`src/rtl/dmem_ctrl.sv`:
```
// dmem_ctrl: data-memory controller between the coherence bus and main memory.
// Ports: bus request in (message/tag/idx/data/snoop/ptr), combinational ack,
// registered load response out, proc2mem command out with retry,
// mem2proc accept-tag / return-tag / data in.
package dmem_pkg;
    localparam int TAG_W     = 56;
    localparam int IDX_W     = 5;
    localparam int WORD_W    = 64;
    localparam int RSP_PTR_W = 3;

    typedef enum logic [1:0] {
        NONE  = 2'd0,
        GET_S = 2'd1,
        GET_M = 2'd2,
        PUT_M = 2'd3
    } message_t;

    typedef enum logic [1:0] {
        BUS_NONE  = 2'd0,
        BUS_LOAD  = 2'd1,
        BUS_STORE = 2'd2
    } bus_cmd_t;

    typedef struct packed {
        logic                 store;
        logic [TAG_W-1:0]     tag;
        logic [IDX_W-1:0]     idx;
        logic [WORD_W-1:0]    data;
        logic [RSP_PTR_W-1:0] ptr;
    } req_t;
endpackage

module dmem_ctrl
    import dmem_pkg::*;
#(
    parameter int REQ_Q_DEPTH  = 4,
    parameter int NUM_MEM_TAGS = 16
) (
    input  logic                 clk,
    input  logic                 rst,
    input  message_t             bus_req_message_i,
    input  logic [TAG_W-1:0]     bus_req_tag_i,
    input  logic [IDX_W-1:0]     bus_req_idx_i,
    input  logic [WORD_W-1:0]    bus_req_data_i,
    input  logic                 bus_snoop_hit_i,
    input  logic [RSP_PTR_W-1:0] bus_rsp_ptr_i,
    output logic                 Dmem_ctrl_rsp_ack_o,
    output logic                 Dmem_ctrl_rsp_vld_o,
    output logic [RSP_PTR_W-1:0] Dmem_ctrl_rsp_ptr_o,
    output logic [WORD_W-1:0]    Dmem_ctrl_rsp_data_o,
    output logic [1:0]           proc2mem_command_o,
    output logic [63:0]          proc2mem_addr_o,
    output logic [63:0]          proc2mem_data_o,
    input  logic [3:0]           mem2proc_response_i,
    input  logic [63:0]          mem2proc_data_i,
    input  logic [3:0]           mem2proc_tag_i
);

    localparam int PW = $clog2(REQ_Q_DEPTH);

    req_t                 q_mem [REQ_Q_DEPTH];
    logic [PW:0]          rd_ptr;
    logic [PW:0]          wr_ptr;
    logic [PW:0]          count;
    logic                 full;
    logic                 empty;
    logic                 mem_bound;
    logic                 push;
    logic                 pop;
    logic                 ret;
    req_t                 head;
    req_t                 new_req;
    bus_cmd_t             cmd;

    logic [NUM_MEM_TAGS-1:0] tag_vld;
    logic [RSP_PTR_W-1:0]    tag_ptr [NUM_MEM_TAGS];

    // Extra MSB on the pointers separates full from empty.
    assign count = wr_ptr - rd_ptr;
    assign full  = (count == (PW+1)'(REQ_Q_DEPTH));
    assign empty = (count == '0);
    assign head  = q_mem[rd_ptr[PW-1:0]];

    // A snoop hit means a core supplies the data, except for a
    // writeback, which always goes to memory.
    always_comb begin
        mem_bound = 1'b0;
        unique case (bus_req_message_i)
            GET_S, GET_M: mem_bound = ~bus_snoop_hit_i;
            PUT_M:        mem_bound = 1'b1;
            default:      mem_bound = 1'b0;
        endcase
    end

    // Ack looks only at the registered count, never at this cycle's pop.
    assign push = rst & mem_bound & ~full;
    assign Dmem_ctrl_rsp_ack_o = push;

    assign pop = rst & ~empty & (mem2proc_response_i != 4'd0);
    assign ret = (mem2proc_tag_i != 4'd0) & tag_vld[mem2proc_tag_i];

    always_comb begin
        new_req       = '0;
        new_req.store = (bus_req_message_i == PUT_M);
        new_req.tag   = bus_req_tag_i;
        new_req.idx   = bus_req_idx_i;
        new_req.data  = bus_req_data_i;
        new_req.ptr   = bus_rsp_ptr_i;
    end

    always_comb begin
        cmd             = BUS_NONE;
        proc2mem_addr_o = '0;
        proc2mem_data_o = '0;
        if (!empty) begin
            cmd             = head.store ? BUS_STORE : BUS_LOAD;
            proc2mem_addr_o = {head.tag, head.idx, 3'b000};
            proc2mem_data_o = head.store ? head.data : '0;
        end
    end

    assign proc2mem_command_o = cmd;

    always_ff @(posedge clk) begin
        if (push) begin
            q_mem[wr_ptr[PW-1:0]] <= new_req;
        end
        if (pop && !head.store) begin
            tag_ptr[mem2proc_response_i] <= head.ptr;
        end
    end

    always_ff @(posedge clk) begin
        if (!rst) begin
            rd_ptr               <= '0;
            wr_ptr               <= '0;
            tag_vld              <= '0;
            Dmem_ctrl_rsp_vld_o  <= 1'b0;
            Dmem_ctrl_rsp_ptr_o  <= '0;
            Dmem_ctrl_rsp_data_o <= '0;
        end else begin
            if (push) begin
                wr_ptr <= wr_ptr + (PW+1)'(1);
            end
            if (pop) begin
                rd_ptr <= rd_ptr + (PW+1)'(1);
            end
            Dmem_ctrl_rsp_vld_o <= ret;
            if (ret) begin
                Dmem_ctrl_rsp_ptr_o  <= tag_ptr[mem2proc_tag_i];
                Dmem_ctrl_rsp_data_o <= mem2proc_data_i;
            end
            // Clear on return first so a same-tag accept wins.
            if (ret) begin
                tag_vld[mem2proc_tag_i] <= 1'b0;
            end
            if (pop && !head.store) begin
                tag_vld[mem2proc_response_i] <= 1'b1;
            end
        end
    end

endmodule

```
`config.mk`:
```
export PLATFORM = sky130hd
export DESIGN_NAME = dmem_ctrl
export DESIGN_NICKNAME = d
export VERILOG_FILES = /design/src/rtl/dmem_ctrl.sv
export SDC_FILE = /design/constraint.sdc
export NUM_CORES = 1
export LEC_CHECK = 0
export ABC_CLOCK_PERIOD_IN_PS = 13400
export BUFFER_PORTS_ARGS = -buffer_cell sky130_fd_sc_hd__buf_4
export CAP_MARGIN = 10
export CORE_UTILIZATION = 30
export CTS_BUF_LIST = sky130_fd_sc_hd__clkbuf_16
export DETAILED_ROUTE_END_ITERATION = 8
export GPL_TIMING_DRIVEN = 0
export PLACE_DENSITY = 0.55
export SLEW_MARGIN = 0
export SYNTH_ARGS = -nofsm -noshare
export SYNTH_HDL_FRONTEND = slang
export SYNTH_SLANG_ARGS = --single-unit
```
`constraint.sdc`:
```
create_clock -name clk -period 13.4 [get_ports clk]
set_input_delay 2.01 -clock clk [delete_from_list [all_inputs] [get_ports clk]]
set_output_delay 2.01 -clock clk [all_outputs]
set_load 0.01 [all_outputs]
```
==> impl_metrics.csv <==
group,metric,value,unit
synth,netlist_area,24950,sq um
hold_path,hold_path.class,"reg2reg",
clocking,cts_hold_buf,0,
drt,wl_per_cell,20.91,um
clocking,tritoncts.num_buffers,76,
pwr,cellLeakagePower,11.13,nW
drt,antenna_left,0,
synth,ys.flop_type,"edfxtp_1",
drt,initialDrtViolationCount,582,
critical_path,rr_endpoint,"q_mem[2][54]$_DFFE_PP_",
clocking,cts_resized,0,
sta,fin_crit_sh,41.81,%
pwr,power_density,176.1,nW/um^2
final_layout,syn2layout_area_growth,28.39,%
critical_path,rrSetupSlack,10.06,ns
critical_path,crit_path_start_kind,"flop",
critical_path,crit_type,"reg2out",
synth,yosysWarnings,0,
clocking,clock_latency,0.61,ns
synth,ys_ff_latch,655,
job,drv_cap,0,
drt,via_count,13213,
synth,seq_area_frac_synth,75.18,%
global_route,grt_pass1_wl,90500,um
global_route,grt_max_degree,94,
placed_design,io_buffers,397,
floorplanning,die_y,290.4,um
placed_design,gp_congestion,0.7799,
global_route,antenna_found_initial,8,
drt,wl,60630,um
clocking,max-clock-path-buffers,3,
critical_path,slowest_stage,"clkbuf_1",
sta,slew_headroom,26.43,%
hold_path,hold_path_depth,2,
floorplanning,row_count,105,
hold_path,hp-start,"tag_vld[7]$_SDFF_PN0_",
clocking,postCtsSetupBuffers,0,
critical_path,rr_worst_depth,8,
synth,synth_async_sr_flop_share,0,%
floorplanning,top_level_ports,404,
critical_path,critPathCaptureType,"primary output",
floorplanning,core_area,82240,sq um
final_layout,fin_area,32040,sq um
status,status,"completed",
sta,timing.hold.ws,0.4769,ns
final_layout,drive_above_1_share,38.05,%
sta,tns,0,ns
clocking,path_clk_slew,0.06,ns
critical_path,r2r_start,"wr_ptr[0]$_SDFFE_PN0P_",
critical_path,crit_required,11.39,ns
synth,syn-instance-count,1276,
critical_path,slowest_delay,0.51,ns
sta,min_period,5.603,ns
placed_design,dp_slack,8.036,ns
global_route,overflow,0,
hold_path,whs_endpoint,"tag_vld[7]$_SDFF_PN0_",
floorplanning,die_area,84330,sq um
synth,synth_edf_count,564,
clocking,cts_tree,"built",
critical_path,arrival,3.59,ns
floorplanning,fp.dieW,290.4,um
clocking,cts-root-buf,"clkbuf_16",
drt,dr.pass1.iters,5,
synth,ys_types,41,
critical_path,path_cells,"inv_1 > ha_1 > nor2b_1 > xnor2_1 > o21ai_1 > clkbuf_1 > buf_8 > clkbuf_1 > nor2b_1 > buf_4",
pwr,peakVddDrop,0.1061,mV
global_route,grt_pass1_vias,14404,
sta,layout_setup_ws,7.797,ns
sta,final_hold_viol_count,0,
clocking,htreeDepth,3,
clocking,clock-sinks,655,
final_layout,regArea,18760,sq um
floorplanning,floorplan.initialDensity,30.34,%
final_layout,multi_input_area,5831,sq um
final_layout,fillers,7565,
sta,slew_viol_final,0,
sta,worst_slew_pin_slew,1.104,ns
placed_design,place_area,29560,sq um
global_route,groute.usage.overall,14.36,%
placed_design,dp_hpwl,40400,um
critical_path,path_buf_inv,5,
sta,setup_viol,0,
sta,max_freq,178.5,MHz
drt,drc,0,
critical_path,cpLargestDelayFamily,"buffers and inverters",
drt,viasPerCell,4.556,
synth,postSynthAreaPerCell,19.55,sq um
pwr,power,5.642,mW
critical_path,worst-path-max-fanout,10,
final_layout,nNetsFinal,1981,
sta,rsz0062_at_grt,"false",
sta,finClkSkew,0.02146,ns
## cell usage after synthesis, types with 2 or more instances
master	n	area share, %
nor2_1	94	1.4
ha_1	9	0.45
o311ai_0	7	0.25
a22oi_1	3	0.090
nand3b_1	2	0.060
a211oi_1	2	0.060
o21ai_0	10	0.20
nand2_1	13	0.20
buf_1	2	0.030
nor2b_1	130	3.3
clkbuf_1	43	0.65
xnor2_1	5	0.18
xor2_1	2	0.070
mux2i_1	68	2.7
nand2b_1	5	0.13
inv_1	12	0.18
o211ai_1	4	0.12
edfxtp_1	564	68
a21oi_1	2	0.040
buf_2	17	0.34
o22ai_1	2	0.050
buf_6	3	0.14
nand3_1	9	0.18
o21ai_1	5	0.10
o31ai_1	4	0.12
a211oi_2	2	0.10
dfxtp_1	91	7.3
buf_4	7	0.21
and2_1	5	0.13
mux4_2	143	13
## sequential cells by signal, indices dropped and copies added (netlist names), named ones only
register / flops
wr_ptr: 3
tag_ptr: 48
Dmem_ctrl_rsp_ptr_o: 3
Dmem_ctrl_rsp_data_o: 64
Dmem_ctrl_rsp_vld_o: 1
q_mem: 516
rd_ptr: 3
tag_vld: 15
## worst reg2reg max path: stages, from the launching register on
cell,delay [ns]
dfxtp_1,0.39
inv_1,0.11
ha_1,0.19
nor2b_1,0.16
xnor2_1,0.22
a211oi_2,0.49
and2_4,0.70
buf_16,0.34
buf_16,0.33
## cell families (layout without fill, tap and decap cells)
group	Yosys count	count (layout)	share of synthesized area, %
other	1	7	0.01503
buffers and inverters	85	633	1.559
AO/OA/AOI/OAI	46	46	1.414
AND/OR/NAND/NOR	260	260	5.411
flip-flops	655	655	75.18
adder cells (fa/ha/maj)	9	9	0.4513
multiplexers	213	213	15.73
XOR/XNOR	7	7	0.2457
## layout make-up
| class | instances | area share, % |
|---|---|---|
| Multi-Input combinational cell | 541 | 18.20 |
| Clock buffer | 77 | 6.015 |
| Timing Repair Buffer | 408 | 10.11 |
| Clock inverter | 63 | 1.695 |
| Buffer | 72 | 1.062 |
| Antenna cell | 1 | 0.007811 |
| Inverter | 13 | 0.1758 |
| Sequential cell | 655 | 58.55 |
| Tap cell | 1070 | 4.179 |
## how the worst max path moves through the flow
stage	start	endpoint	slack [ns]	depth (start not counted)
after CTS	wr_ptr[0]$_SDFFE_PN0P_	proc2mem_data_o[12]	7.46	10
after global routing	wr_ptr[0]$_SDFFE_PN0P_	proc2mem_data_o[12]	7.36	10
after global placement	rst	q_mem[0][42]$_DFFE_PP_	3.67	4
final	wr_ptr[0]$_SDFFE_PN0P_	proc2mem_data_o[12]	7.80	10
after detailed placement	rst	Dmem_ctrl_rsp_ack_o	8.04	4
after floorplan	bus_req_message_i[0]	q_mem[0][0]$_DFFE_PP_	7.04	5
## metal layers
layer | global-route usage, % | vias up | wire, um
li1 | - | 5998 | -
met1 | 16.70 | 6692 | 23680
met2 | 24.76 | 404 | 30520
met3 | 4.864 | 107 | 4819
met4 | 4.722 | 12 | 1526
met5 | 0 | - | 85
## per-stage QoR
step	util [%]	cells
floorplan	-	1281
global placement	35.61	2748
detailed placement	35.95	2759
CTS	38.95	2899
global route	38.95	2900
finish	38.95	2900
## report_power, final
part	internal [mW]	switching, mW	leakage, nW
Sequential	2.30	0.0206	5.84
Clock	1.19	0.821	1.27
Combinational	0.612	0.698	4.02
## cell usage in the layout (no fill, tap or decap), types with 6 or more instances in the layout
cell type / count
nand3_1: 9
nor2_1: 94
clkbuf_1: 43
buf_16: 7
o311ai_0: 7
buf_2: 17
o21ai_0: 10
buf_4: 404
mux2i_1: 68
inv_1: 26
nand2_1: 13
clkinv_2: 9
mux4_2: 143
edfxtp_1: 564
bufinv_16: 7
clkinv_1: 18
ha_1: 9
clkbuf_16: 77
conb_1: 6
dfxtp_1: 91
nor2b_1: 130
No activity file was read; power rests on OpenSTA's default activity.
